===== src/rtl/glb_ld_dma_sched.sv =====
// Load-DMA header queue scheduler: walks the tile's header slots in order, offers each
// valid header to the load-DMA engine and invalidates the slot once its transfer completes.
module glb_ld_dma_sched #(
  parameter int QUEUE_DEPTH    = 4,
  parameter int XFER_CNT_WIDTH = 16,
  parameter int HDR_DATA_WIDTH = 16
) (
  input  logic                                          clk,
  input  logic                                          reset,
  input  logic [1:0]                                    cfg_ld_dma_mode,
  // Slot i occupies bits [i*(HDR_DATA_WIDTH+1) +: HDR_DATA_WIDTH+1]; its MSB is the validate bit.
  input  logic [QUEUE_DEPTH*(HDR_DATA_WIDTH+1)-1:0]     cfg_ld_dma_header,
  input  logic                                          ld_dma_start_pulse,
  output logic [QUEUE_DEPTH-1:0]                        cfg_load_dma_invalidate_pulse,
  output logic [HDR_DATA_WIDTH:0]                       dma_hdr,
  output logic                                          dma_hdr_valid,
  input  logic                                          dma_hdr_ready,
  input  logic                                          dma_done_pulse,
  output logic                                          ld_dma_done_pulse,
  output logic                                          sched_busy,
  output logic [$clog2(QUEUE_DEPTH)-1:0]                cur_queue_idx,
  output logic [XFER_CNT_WIDTH-1:0]                     xfer_cnt
);

  localparam int HDR_W = HDR_DATA_WIDTH + 1;
  localparam int PTR_W = $clog2(QUEUE_DEPTH);
  localparam logic [1:0] MODE_QUEUE  = 2'b01;
  localparam logic [1:0] MODE_REPEAT = 2'b10;
  localparam logic [PTR_W-1:0] PTR_LAST = PTR_W'(QUEUE_DEPTH - 1);

  typedef enum logic [1:0] {
    S_IDLE,
    S_CHECK,
    S_ISSUE,
    S_WAIT
  } state_t;

  state_t                    state_q, state_d;
  logic [1:0]                mode_q, mode_d;
  logic [PTR_W-1:0]          ptr_q, ptr_d;
  logic [HDR_W-1:0]          hdr_q, hdr_d;
  logic                      hdr_valid_q, hdr_valid_d;
  logic [QUEUE_DEPTH-1:0]    inval_q, inval_d;
  logic                      done_q, done_d;
  logic [XFER_CNT_WIDTH-1:0] xfer_cnt_q, xfer_cnt_d;

  logic [HDR_W-1:0]          slot_hdr [QUEUE_DEPTH];
  logic [QUEUE_DEPTH-1:0]    slot_valid;

  generate
    for (genvar gi = 0; gi < QUEUE_DEPTH; gi++) begin : g_slot
      assign slot_hdr[gi]   = cfg_ld_dma_header[gi*HDR_W +: HDR_W];
      assign slot_valid[gi] = cfg_ld_dma_header[gi*HDR_W + HDR_W - 1];
    end
  endgenerate

  always_comb begin
    state_d     = state_q;
    mode_d      = mode_q;
    ptr_d       = ptr_q;
    hdr_d       = hdr_q;
    hdr_valid_d = hdr_valid_q;
    inval_d     = '0;
    done_d      = 1'b0;
    xfer_cnt_d  = xfer_cnt_q;

    case (state_q)
      S_IDLE: begin
        if (ld_dma_start_pulse &&
            (cfg_ld_dma_mode == MODE_QUEUE || cfg_ld_dma_mode == MODE_REPEAT)) begin
          mode_d     = cfg_ld_dma_mode;
          ptr_d      = '0;
          xfer_cnt_d = '0;
          state_d    = S_CHECK;
        end
      end
      S_CHECK: begin
        // A mode change made during a run is only honoured here, between transfers.
        if (cfg_ld_dma_mode != mode_q || !slot_valid[ptr_q]) begin
          done_d  = 1'b1;
          state_d = S_IDLE;
        end else begin
          hdr_d       = slot_hdr[ptr_q];
          hdr_valid_d = 1'b1;
          state_d     = S_ISSUE;
        end
      end
      S_ISSUE: begin
        if (dma_hdr_ready) begin
          hdr_valid_d = 1'b0;
          state_d     = S_WAIT;
        end
      end
      S_WAIT: begin
        if (dma_done_pulse) begin
          if (!(&xfer_cnt_q)) begin
            xfer_cnt_d = xfer_cnt_q + 1'b1;
          end
          if (mode_q == MODE_QUEUE) begin
            inval_d[ptr_q] = 1'b1;
            ptr_d          = (ptr_q == PTR_LAST) ? '0 : ptr_q + 1'b1;
          end else begin
            ptr_d = '0;
          end
          state_d = S_CHECK;
        end
      end
      default: state_d = S_IDLE;
    endcase
  end

  always_ff @(posedge clk) begin
    if (reset) begin
      state_q     <= S_IDLE;
      mode_q      <= 2'b00;
      ptr_q       <= '0;
      hdr_q       <= '0;
      hdr_valid_q <= 1'b0;
      inval_q     <= '0;
      done_q      <= 1'b0;
      xfer_cnt_q  <= '0;
    end else begin
      state_q     <= state_d;
      mode_q      <= mode_d;
      ptr_q       <= ptr_d;
      hdr_q       <= hdr_d;
      hdr_valid_q <= hdr_valid_d;
      inval_q     <= inval_d;
      done_q      <= done_d;
      xfer_cnt_q  <= xfer_cnt_d;
    end
  end

  assign cfg_load_dma_invalidate_pulse = inval_q;
  assign dma_hdr                       = hdr_q;
  assign dma_hdr_valid                 = hdr_valid_q;
  assign ld_dma_done_pulse             = done_q;
  assign sched_busy                    = (state_q != S_IDLE);
  assign cur_queue_idx                 = ptr_q;
  assign xfer_cnt                      = xfer_cnt_q;

endmodule


===== config.mk =====
export PLATFORM = sky130hd
export DESIGN_NAME = glb_ld_dma_sched
export DESIGN_NICKNAME = d
export VERILOG_FILES = /design/src/rtl/glb_ld_dma_sched.sv
export SDC_FILE = /design/constraint.sdc
export NUM_CORES = 1
export LEC_CHECK = 0
export CAP_MARGIN = 10
export CORE_AREA = 2 2 78 80
export DETAILED_ROUTE_END_ITERATION = 8
export DIE_AREA = 0 0 80 82
export HOLD_SLACK_MARGIN = 0.05
export PLACE_DENSITY = 0.85
export RECOVER_POWER = 100
export SLEW_MARGIN = 20
export SYNTH_ARGS = -nofsm -noshare
export SYNTH_HDL_FRONTEND = slang
export SYNTH_SLANG_ARGS = --single-unit

===== constraint.sdc =====
create_clock -name clk -period 5.46 [get_ports clk]
set_input_delay 1.365 -clock clk [delete_from_list [all_inputs] [get_ports clk]]
set_output_delay 1.365 -clock clk [all_outputs]
set_load 0.02 [all_outputs]

==> metrics.txt <==
Post-synth EDFFs 0; Starting DRT DRC Count 153; drt via density 5.42; GP Congestion 0.944; final-stage net count 460; vias in the first global route 2427; asr flop ratio synth 0; most common cell in the synthesized netlist dfxtp_1; FF-to-FF Start state_q[0]; GR met2 Demand/Resource 0.364; hpwl dp 4.99 mm; design area 0.00386 sq mm; Setup Fix Bufs, Post-CTS 0; DRT Wirelength 6.50 mm; starting density of the core 0.440; Hold Crit Class reg -> reg; CP Capture Type register; Tcrit/Tclk final 0.695; leading post-synthesis cells by cell area dfxtp_1, mux4_2, mux2i_1; Min Hold Slack 0.451 ns; CTS tree done; DRC 0; share of the synthesized area in the top cell type 0.356; CTS Sinks 45; Final Skew 0.00405 ns; # Max-Cap Violations 0; Util after Layout 0.672; share of cells above drive strength 1 0.0796; First-pass DRT Iterations 4; max-slew violation count 0; status finished clean; M3 GR Usage 0.0659; gr usage total 0.206; post-placement setup slack 2.12 ns; pin count of the biggest net entering global routing 30; GRT Residual Overflow 0; crit path time final 3.79 ns; CTS root buffer clkbuf_8; port bufs 116; Net Count, Synth 349; Via Count 2448; area post-placement 0.00373 sq mm; maximum clock insertion buffer count 2; initial antenna violation count 0; Worst Tran Pin Value 1.31 ns; #FFs+latches synth 45; CTS resizes 0; hold-fix buffers at CTS 0; final hold vios 0; die width 80 microns; met1 usage 0.233; worst-path maximum fanout 29; Setup violations, final 0; count of different cell masters after synthesis 41; Arr. time, crit path 3.99 ns; leakage 0.00162 uW; fmax 264 MHz; Post-synth top cells dfxtp_1, nor2_1, mux2i_1, mux4_2, nand2_1; average wire per standard cell 14.4 microns; Core ar. 0.00575 sq mm; diode count 0; Worst VDD drop 0.000153 V; hold path start dma_hdr[16]; gr busiest metal met2; Worst Setup Start Kind input pin; synthesized area 0.00253 sq mm; area delta synth->final 52.7%; YS warnings 0; mean area per synthesized cell 9.54 sq um; RSZ-0062 raised after global routing false; Worst Path Class, Setup in -> reg; PwrDens 200 mW/mm^2; H-tree levels 2; Post-DRT Antenna Nets 0; sequential fraction of the synthesis area 0.356; Slew HR 0.128; Worst-path clk slew 0.09 ns; Primary FF master, synth dfxtp_1; total CTS buffers 5; Die H 82 microns; Required @ worst endpoint 5.66 ns; setup TNS 0 ns; first-pass GRT wire length 10.7 mm; Yosys top cell by area dfxtp_1; setup ws final 1.67 ns; IO Pins 117; critical path startpoint reset; Synth Instances 265; Worst-Skew Late Latency 0.30 ns; row cnt 28; die area 0.00656 sq mm
==> state kept, by name (all words and copies together) (netlist names) <==
signal and count:
dma_hdr 17, xfer_cnt 16, cfg_load_dma_invalidate_pulse 4, cur_queue_idx 2, mode_q 2, state_q 2
dma_hdr_valid 1, ld_dma_done_pulse 1
==> per-layer routing <==
metal  vias to the layer above  wire, microns
met5                         -              0
met4                         0            121
met3                        13            570
met2                       118           3290
met1                      1123           2520
li1                       1194              -
==> cell usage in the layout, fill, tap and decap left out, types with 7 or more instances in the layout <==
cell	instances
a21oi_1	9
dlygate4sd3_1	44
clkdlybuf4s50_1	72
nand3_1	9
nand2_1	16
dfxtp_1	45
o31ai_1	7
inv_1	13
nand4_1	7
mux2i_1	17
and3_1	8
mux4_2	17
o21ai_0	14
ha_1	9
nor2_1	34
==> power by group <==
part	switching, uW	internal [uW]
Sequential	6.17	336
Combinational	51.3	80.0
Clock	117	182
Total	174	597
==> stage by stage <==
| step | total power [uW] | std cells |
|---|---|---|
| floorplan | 408 | 265 |
| global placement | 480 | 444 |
| detailed placement | 484 | 444 |
| CTS | 780 | 452 |
| global route | 800 | 452 |
| finish | 772 | 452 |
==> cell type report <==
type / instances / area, sq um
Tap cell: 75 / 93.8
Sequential cell: 45 / 901
Clock inverter: 3 / 65.1
Clock buffer: 5 / 68.8
Timing Repair Buffer: 120 / 1190
Fill cell: 460 / 1890
Multi-Input combinational cell: 191 / 1490
Inverter: 13 / 48.8
==> logic make-up (layout without fill, tap and decap cells) <==
group / after synthesis / count (layout) / synth area share
XOR/XNOR: 5 / 5 / 0.0173
AO/OA/AOI/OAI: 44 / 44 / 0.111
buffers and inverters: 29 / 141 / 0.0515
AND/OR/NAND/NOR: 99 / 99 / 0.201
multiplexers: 34 / 34 / 0.219
flip-flops: 45 / 45 / 0.356
adder cells (fa/ha/maj): 9 / 9 / 0.0446
==> path summary, 6_finish.rpt <==
check	end	slack, ns	cells past startpoint
setup / recovery	xfer_cnt[10]	1.67	7
hold / removal	dma_hdr[16]	0.45	2
setup reg to reg	xfer_cnt[14]	3.27	6
hold reg to reg	dma_hdr[16]	0.45	2
==> critical path, stage by stage <==
cell	delay (ns)
dlygate4sd3_1	0.52
clkbuf_1	0.95
inv_1	0.35
and3_1	0.32
nand3_1	0.27
or3b_1	0.17
nand2_1	0.05
(Power assumes the default switching activity.)
